$ cat config.mk
export PLATFORM = sky130hd
export DESIGN_NAME = rms_sqrt_feeder
export DESIGN_NICKNAME = d
export VERILOG_FILES = /design/src/rtl/rms_feeder_pkg.sv /design/src/rtl/sq_window_acc.sv /design/src/rtl/rms_sqrt_feeder.sv
export SDC_FILE = /design/constraint.sdc
export NUM_CORES = 1
export LEC_CHECK = 0
export ABC_AREA = 1
export BUFFER_PORTS_ARGS = -buffer_cell sky130_fd_sc_hd__clkbuf_2
export CORE_MARGIN = 2
export CORE_UTILIZATION = 33
export DETAILED_ROUTE_END_ITERATION = 7
export PLACE_DENSITY = 0.5
export SLEW_MARGIN = 20
export SYNTH_ARGS = -nofsm -noshare
export SYNTH_HDL_FRONTEND = slang
export SYNTH_SLANG_ARGS = --single-unit
$ cat constraint.sdc
create_clock -name clk -period 2 [get_ports clk]
set_input_delay 0.2 -clock clk [delete_from_list [all_inputs] [get_ports clk]]
set_output_delay 0.2 -clock clk [all_outputs]
set_load 0.03 [all_outputs]
$ cat src/rtl/rms_feeder_pkg.sv
// Shared types and sizing for the RMS feeder that sits in front of the
// Newton square-root block.
package rms_feeder_pkg;

    localparam int unsigned SQ_W = 32;

    typedef enum logic [1:0] {
        StIdle,
        StWaitAvail,
        StBusy,
        StRelease
    } feed_state_e;

    // Wide enough to sum 2^log2n worst-case squares without overflow.
    function automatic int unsigned acc_width(input int unsigned sample_w,
                                              input int unsigned log2n);
        return 2 * sample_w - 1 + log2n;
    endfunction

endpackage

$ cat src/rtl/sq_window_acc.sv
// Squares incoming samples, sums them over a 2^LOG2N window and holds the
// window mean until the feed FSM releases it through mean_free_i.
module sq_window_acc
    import rms_feeder_pkg::*;
#(
    parameter int unsigned LOG2N    = 4,
    parameter int unsigned SAMPLE_W = 16
) (
    input  logic                       clk_i,
    input  logic                       rst_ni,
    input  logic                       s_valid_i,
    output logic                       s_ready_o,
    input  logic signed [SAMPLE_W-1:0] s_data_i,
    output logic [SQ_W-1:0]            mean_o,
    output logic                       mean_valid_o,
    input  logic                       mean_free_i
);

    localparam int unsigned SqW  = 2 * SAMPLE_W - 1;
    localparam int unsigned AccW = acc_width(SAMPLE_W, LOG2N);
    localparam int unsigned CntW = (LOG2N > 0) ? LOG2N : 1;
    localparam logic [CntW-1:0] CntLast = CntW'((1 << LOG2N) - 1);

    logic [SAMPLE_W-1:0] mag;
    logic [SqW-1:0]      sq;
    logic [AccW-1:0]     sum;
    logic [AccW-1:0]     acc_q, acc_d;
    logic [CntW-1:0]     cnt_q, cnt_d;
    logic [SQ_W-1:0]     mean_q, mean_d;
    logic                mean_valid_q, mean_valid_d;
    logic                last;
    logic                fire;

    // Only the window-closing sample needs the mean register, so only it stalls.
    assign last      = (cnt_q == CntLast);
    assign s_ready_o = !(last && mean_valid_q);
    assign fire      = s_valid_i && s_ready_o;

    always_comb begin
        // Magnitude of the most negative sample still fits as an unsigned value.
        mag          = s_data_i[SAMPLE_W-1] ? -s_data_i : s_data_i;
        sq           = SqW'(mag) * SqW'(mag);
        sum          = acc_q + AccW'(sq);
        acc_d        = acc_q;
        cnt_d        = cnt_q;
        mean_d       = mean_q;
        mean_valid_d = mean_valid_q;
        if (mean_free_i) begin
            mean_valid_d = 1'b0;
        end
        if (fire) begin
            if (last) begin
                acc_d        = '0;
                cnt_d        = '0;
                mean_d       = SQ_W'(sum >> LOG2N);
                mean_valid_d = 1'b1;
            end else begin
                acc_d = sum;
                cnt_d = cnt_q + CntW'(1);
            end
        end
    end

    always_ff @(posedge clk_i or negedge rst_ni) begin
        if (!rst_ni) begin
            acc_q        <= '0;
            cnt_q        <= '0;
            mean_q       <= '0;
            mean_valid_q <= 1'b0;
        end else begin
            acc_q        <= acc_d;
            cnt_q        <= cnt_d;
            mean_q       <= mean_d;
            mean_valid_q <= mean_valid_d;
        end
    end

    assign mean_o       = mean_q;
    assign mean_valid_o = mean_valid_q;

endmodule

$ cat src/rtl/rms_sqrt_feeder.sv
// Windowed mean-square front end: feeds each window mean to the square-root
// block over its START/AVAILABLE/DONE handshake and reports one RMS per window.
module rms_sqrt_feeder
    import rms_feeder_pkg::*;
#(
    parameter int unsigned LOG2N    = 4,
    parameter int unsigned SAMPLE_W = 16
) (
    input  logic                       clk,
    input  logic                       rstn,
    input  logic                       s_valid,
    output logic                       s_ready,
    input  logic signed [SAMPLE_W-1:0] s_data,
    output logic [SQ_W-1:0]            sq_in,
    output logic                       sq_start,
    input  logic                       sq_available,
    input  logic                       sq_done,
    input  logic [SQ_W-1:0]            sq_out,
    output logic [SQ_W-1:0]            rms,
    output logic                       rms_valid
);

    feed_state_e     state_q, state_d;
    logic            sq_start_q, sq_start_d;
    logic [SQ_W-1:0] rms_q, rms_d;
    logic            rms_valid_q, rms_valid_d;
    logic [SQ_W-1:0] mean;
    logic            mean_valid;
    logic            mean_free;

    sq_window_acc #(
        .LOG2N    (LOG2N),
        .SAMPLE_W (SAMPLE_W)
    ) u_acc (
        .clk_i        (clk),
        .rst_ni       (rstn),
        .s_valid_i    (s_valid),
        .s_ready_o    (s_ready),
        .s_data_i     (s_data),
        .mean_o       (mean),
        .mean_valid_o (mean_valid),
        .mean_free_i  (mean_free)
    );

    always_comb begin
        state_d     = state_q;
        sq_start_d  = sq_start_q;
        rms_d       = rms_q;
        rms_valid_d = 1'b0;
        mean_free   = 1'b0;
        unique case (state_q)
            StIdle: begin
                if (mean_valid) begin
                    // A zero operand would divide by zero inside the Newton block.
                    if (mean == '0) begin
                        rms_d       = '0;
                        rms_valid_d = 1'b1;
                        mean_free   = 1'b1;
                    end else begin
                        state_d = StWaitAvail;
                    end
                end
            end
            StWaitAvail: begin
                // A lingering DONE means the block has not really returned to ready.
                if (sq_available && !sq_done) begin
                    sq_start_d = 1'b1;
                    state_d    = StBusy;
                end
            end
            StBusy: begin
                if (sq_done) begin
                    rms_d       = sq_out;
                    rms_valid_d = 1'b1;
                    sq_start_d  = 1'b0;
                    state_d     = StRelease;
                end
            end
            StRelease: begin
                if (!sq_done) begin
                    mean_free = 1'b1;
                    state_d   = StIdle;
                end
            end
            default: state_d = StIdle;
        endcase
    end

    always_ff @(posedge clk or negedge rstn) begin
        if (!rstn) begin
            state_q     <= StIdle;
            sq_start_q  <= 1'b0;
            rms_q       <= '0;
            rms_valid_q <= 1'b0;
        end else begin
            state_q     <= state_d;
            sq_start_q  <= sq_start_d;
            rms_q       <= rms_d;
            rms_valid_q <= rms_valid_d;
        end
    end

    assign sq_in     = mean;
    assign sq_start  = sq_start_q;
    assign rms       = rms_q;
    assign rms_valid = rms_valid_q;

endmodule

; Word level (Yosys, flattened, before mapping)
; Index checks and enable logic that the tools add are counted.
[totals]
ff_bits = 107
inputBits = 53
out_inout_bits = 67
elab_cells = 60
[op_classes]
add_sub_neg = 3
multipliers = 1
n_eq_ne = 10
n_mux = 25
n_reduce_logical = 13
[op_table]
columns = op, n
row1 = 2-to-1 mux 32 bit, 3
row2 = one-hot mux 32 bit (2 select lines), 1
row3 = adder 35 x 31 -> 35 bit, 1
row4 = 2-to-1 mux 35 bit, 1
row5 = zero test 32 bit, 1
row6 = multiplier 16 x 16 -> 31 bit, 1
row7 = 2-to-1 mux 16 bit, 1
row8 = negation 16 bit, 1
row9 = 2-to-1 mux 2 bit, 5
row10 = inequality test 2 bit (second input constant), 5
row11 = 2-to-1 mux 1 bit, 9
row12 = one-hot mux 2 bit (4 select lines), 1
row13 = one-hot mux 1 bit (2 select lines), 3
row14 = AND reduction 5 bit, 1
row15 = adder 4 x 1 -> 4 bit (second input constant), 1
row16 = == test 2 bit (second input constant), 2
row17 = == test 4 bit (second input constant), 1
row18 = 2-to-1 mux 4 bit, 1
row19 = AND reduction 4 bit, 1
row20 = nonzero test 2 bit, 2
row21 = logical AND 1 bit, 3
row22 = AND reduction 3 bit, 1
row23 = == test 2 x 1 -> 1 bit (second input constant), 1
row24 = zero test 1 bit, 2
row25 = other kinds (3), 3

; Longest topological paths before layout
[depth]
ltp_word = 7
depth_mapped = 46
ltp_nobuf = 45

; By module
; Synthesis repeated with hierarchy kept, for this count alone.
[unflattened]
hier_cells = 2057
area_unflattened_um2 = 14761.7
[by_module_without_submodules]
columns = module, instances, cells_each, area_per_inst_um2, seq_area_each_um2
row1 = sq_window_acc, 1, 1785, 12814.8, 1776.7
row2 = rms_sqrt_feeder, 1, 272, 1946.9, 900.9

; Least setup slack after synthesis
; No wires, ideal clock.
[synth_path]
path_type = input to register
start = in s_data[0]
end = reg u_acc.acc_q[18]
setup_ns = 0.118
arrival_ns = 7.344
required_ns = 1.882
slack_ns = -5.462
path_stages = 38
path_cell_list = inv_2 clkbuf_1 ha_1 nand3_1 nor2_2 nand3_1 nand2_1 nand2_1 nand2_2 inv_1 nor2_1 inv_1 fa_1 fa_1 inv_1 fa_1 fa_1 fa_1 [2 not listed] inv_1 ha_1 a21o_1 a21oi_1 nand3_1 nand2_1 nand2_1 xor2_1 ha_1 nand2_1 inv_1 nand2_1 inv_1 a21oi_1 nand3_1 or2_2 nand3_1 nand2_1
[synth_via]
elab_chain_cells = 5
[synth_rtl]
columns = element, line
row1 = start: declaration, rms_sqrt_feeder.sv:13  ; input logic signed [SAMPLE_W-1:0] s_data,
row2 = negation 16 bit, sq_window_acc.sv:41  ; mag = s_data_i[SAMPLE_W-1] ? -s_data_i : s_data_i;
row3 = 2-to-1 mux 16 bit *, sq_window_acc.sv:41
row4 = multiplier 16 x 16 -> 31 bit *, sq_window_acc.sv:42  ; sq = SqW'(mag) * SqW'(mag);
row5 = adder 35 x 31 -> 35 bit *, sq_window_acc.sv:43  ; sum = acc_q + AccW'(sq);
row6 = 2-to-1 mux 35 bit *, sq_window_acc.sv:52  ; if (last) begin
row7 = end signal: assignment, sq_window_acc.sv:66  ; acc_q <= '0;
row8 = end signal: assignment, sq_window_acc.sv:71  ; acc_q <= acc_d;
row9 = end: declaration, sq_window_acc.sv:27  ; logic [AccW-1:0] acc_q, acc_d;
; Every way passes the cells marked *; elsewhere a longest branch is shown, timed or not.
; A chain may end at the register's enable or synchronous reset.

; Final worst setup path
[layout_path]
start = in s_data[1]
end = reg u_acc.mean_q[27] (netlist: u_acc.mean_o[27])
[layout_via]
elab_chain_cells = 4
[layout_rtl]
columns = element, line
row1 = negation 16 bit, sq_window_acc.sv:41
row2 = 2-to-1 mux 16 bit *, sq_window_acc.sv:41
row3 = multiplier 16 x 16 -> 31 bit *, sq_window_acc.sv:42
row4 = adder 35 x 31 -> 35 bit *, sq_window_acc.sv:43
row5 = end signal: assignment, sq_window_acc.sv:73  ; mean_q <= mean_d;
row6 = end: declaration, sq_window_acc.sv:29  ; logic [SQ_W-1:0] mean_q, mean_d;
; Marks and branches as above.

==> summary.md <==
| Metric | Value |
|---|---|
| Final WL | `about 47000 um` |
| Worst slack at placement | `-5804 ps` |
| Category of the worst setup path capture point | `flop` |
| Relative slew slack | `58.52%` |
| Number of endpoints with negative hold slack in the final report | `0` |
| Tightest Hold Check Type | `in2reg` |
| Period utilisation layout | `352.7%` |
| Worst Path Arrival | `approximately 7300 ps` |
| Number of design-rule violations left by the first detailed-router iteration | `between 500 and 600` |
| Share of flip-flops with an asynchronous set or reset | `100.0%` |
| Crit path max fanout | `6` |
| Largest area contributor in the synthesized netlist | `fa_1` |
| Placement-stage cell area | `0.01888 mm^2` |
| Count of standard-cell rows | `77` |
| TritonCTS buffer count | `9` |
| Root Driver | `clkbuf_16` |
| Worst clock skew | `12.04 ps` |
| Max Transition Viols Final | `0` |
| Number of setup violations in the final report | `62` |
| Largest stage delay, worst path | `550 ps` |
| Number of remaining DRC errors | `0` |
| Number of warnings reported in the yosys synthesis log | `0` |
| Register bit count reported by yosys | `about 110` |
| Met3 wire length | `between 1000 and 1500 um` |
| Fin cells | `roughly 3100` |
| Via count | `14130` |
| Clock-pin slew reported for the worst setup and hold paths after clock tree synthesis | `80 ps` |
| Maximum clock frequency | `around 140 MHz` |
| Slowest cell on crit path | `fa_1` |
| DRT antenna net count | `0` |
| Failing checks | `setup timing` |
| DRT met1 WL | `21800 um` |
| Die boundary width | `between 200 and 250 um` |
| Actual slew at the worst max-slew pin | `622.1 ps` |
| Total congestion overflow after global routing | `0` |
| Instance count after placement with tap cells included | `2996` |
| Most frequent standard cell in the layout excluding fill and tap cells | `nand2_1` |
| Total track usage | `between 20% and 30%` |
| Cells after Synth | `1989` |
| Prevailing post-synth register cell | `dfrtp_1` |
| Vias in the first global route | `14570` |
| Crit path required time | `2260 ps` |
| Unrepaired setup endpoints after global routing | `true` |
| Uppermost layer routed | `met4` |
| Main area contributors after synthesis | `fa_1 (22%), dfrtp_1 (18%), nand2_1 (15%)` |
| I/O pins | `120` |
| Top cell type's share of synthesized area | `between 20 and 25%` |
| Count of clock tree sinks | `107` |
| Clk_lat worst skew | `370 ps` |
| Total number of nets in the final design | `2815` |
| Placer congestion estimate | `0.8896` |
| TritonCTS clock tree | `built` |
| Kind of critical path | `in2reg` |
| Finished layout cell area | `about 0.022 mm^2` |
| Multi-input combinational cell area | `~0.013 mm^2` |
| Drt via density | `4.613` |
| Diode count | `0` |
| First-pass GRT wire length | `between 70000 and 80000 um` |
| Post-synthesis sequential area ratio | `18.34%` |
| Number of violations of the max-capacitance limit | `0` |
| Placed wire-length estimate | `roughly 38000 um` |
| Run status | `finished with violations` |
| Total die area | `around 0.046 mm^2` |
| Count of unique library cells instantiated by Yosys | `44` |
| Fill cell count | `~4300` |
| Storage element area | `0.002678 mm^2` |
| Post-synth EDFFs | `0` |
| Core Area | `0.04393 mm^2` |
| Time the final worst path needs with I/O delays and setup | `7055 ps` |
| H-tree levels | `3` |
| Initial core utilization | `33.23%` |
| Met2 wire len | `approximately 23000 um` |
| Pin count of the biggest net entering global routing | `108` |
| Startpoint types | `input port` |
| Commonest cells after routing, fill and taps aside | `nand2_1 (476), buf_4 (339), inv_1 (323)` |
| Area added between synthesis and finish | `48.54%` |
| Number of detailed-route iterations in the first pass | `5` |
| Wire length per cell after detailed routing | `15.40 um` |
| Longest Clk Path Bufs | `2` |
| PnR worst setup slack | `-5055 ps` |
| Area of the mapped netlist | `0.01460 mm^2` |
| Number of antenna violations at the first check in global routing | `0` |
| Share of cells above drive strength 1 | `38.97%` |
| Height of the die | `214.3 um` |
| Sum of negative setup slack | `-276070 ps` |
| Number of buffer cells added on primary ports | `roughly 120` |
| Mean instance size in the synthesized netlist | `7.339 um^2` |
## registers in the layout, indices dropped and copies added (netlist names)
register and flops:
u_acc.mean_o 31, u_acc.mean_valid_o 1, u_acc.cnt_q 4, u_acc.acc_q 35, rms_valid 1, state_q 2
rms 32, sq_start 1
## per-layer routing
metal  vias to the layer above  GRT usage, %
met3                        61         1.787
met5                         -             0
met2                       231         35.57
met1                      6786         27.71
li1                       7051             -
met4                         0         4.861
## through the flow
step                      hold slack (ps)  utilization, %
final                               124.1           49.35
after global routing                128.0           49.35
after CTS                           106.1           46.15
after detailed placement            333.6           42.98
after global placement              339.8           42.98
after floorplan                    -95.59               -
## final timing paths
kind / start / endpoint / slack, ps / depth (start not counted)
min in group asynchronous: rstn / rms[24]$_DFFE_PN0P_ / 460 / 3
setup reg to reg: u_acc.acc_q[4]$_DFFE_PN0P_ / u_acc.mean_o[22]$_DFFE_PN0P_ / -30 / 10
setup / recovery: s_data[1] / u_acc.mean_o[27]$_DFFE_PN0P_ / -5050 / 44
hold reg to reg: rms[4]$_DFFE_PN0P_ / rms[4]$_DFFE_PN0P_ / 470 / 2
max in group asynchronous: rstn / u_acc.acc_q[30]$_DFFE_PN0P_ / 1050 / 3
hold / removal: sq_out[28] / rms[28]$_DFFE_PN0P_ / 120 / 4
## worst max-delay path, delay by kind of cell
kind	cells	cell delay (ps)
buffers and inverters	10	960
AO/OA/AOI/OAI	1	170
adder cells (fa/ha/maj)	9	3820
XOR/XNOR	2	300
AND/OR/NAND/NOR	22	1820
## cells in the mapped netlist, types with 10 or more instances
library cell,n
nand2_1,586
inv_1,384
nor2_1,166
fa_1,164
ha_1,132
dfrtp_1,107
nand3_1,96
a21oi_1,63
o21ai_0,55
nand3b_1,44
xor2_1,23
nand4_1,21
clkbuf_1,18
nor3_1,18
xnor2_1,17
o21bai_1,13
buf_2,12
nor4_1,10
## area by class of cell
cell class,count,share of cell area [%]
timing repair buffer,494,17.18
clock buffer,9,1.039
sequential,107,12.35
multi-input combinational,1465,58.58
inverter,389,6.983
tap,592,3.416
clock inverter,7,0.4559
## cells by family after synthesis
| logic type | synth area share (%) |
|---|---|
| other | 0.05145 |
| adders and majority gates | 33.81 |
| AOI/OAI and AO/OA | 5.812 |
| and+or+nand+nor | 28.01 |
| xor gates and xnor gates | 2.400 |
| DFF | 18.34 |
| buffers and inverters | 11.57 |
## timing repair
action                                  in CTS  in global routing
pin swaps                                   63                 77
endpoints found under the setup margin      95                 99
endpoints found under the hold margin      107                  0
gates cloned                                 1                  5
buffers inserted                            22                 22
hold buffers                                 1                  0
resized for setup                          189                279
Power is not shown: default switching activity piles up to over one toggle a cycle in this logic, so the estimate is an artifact.
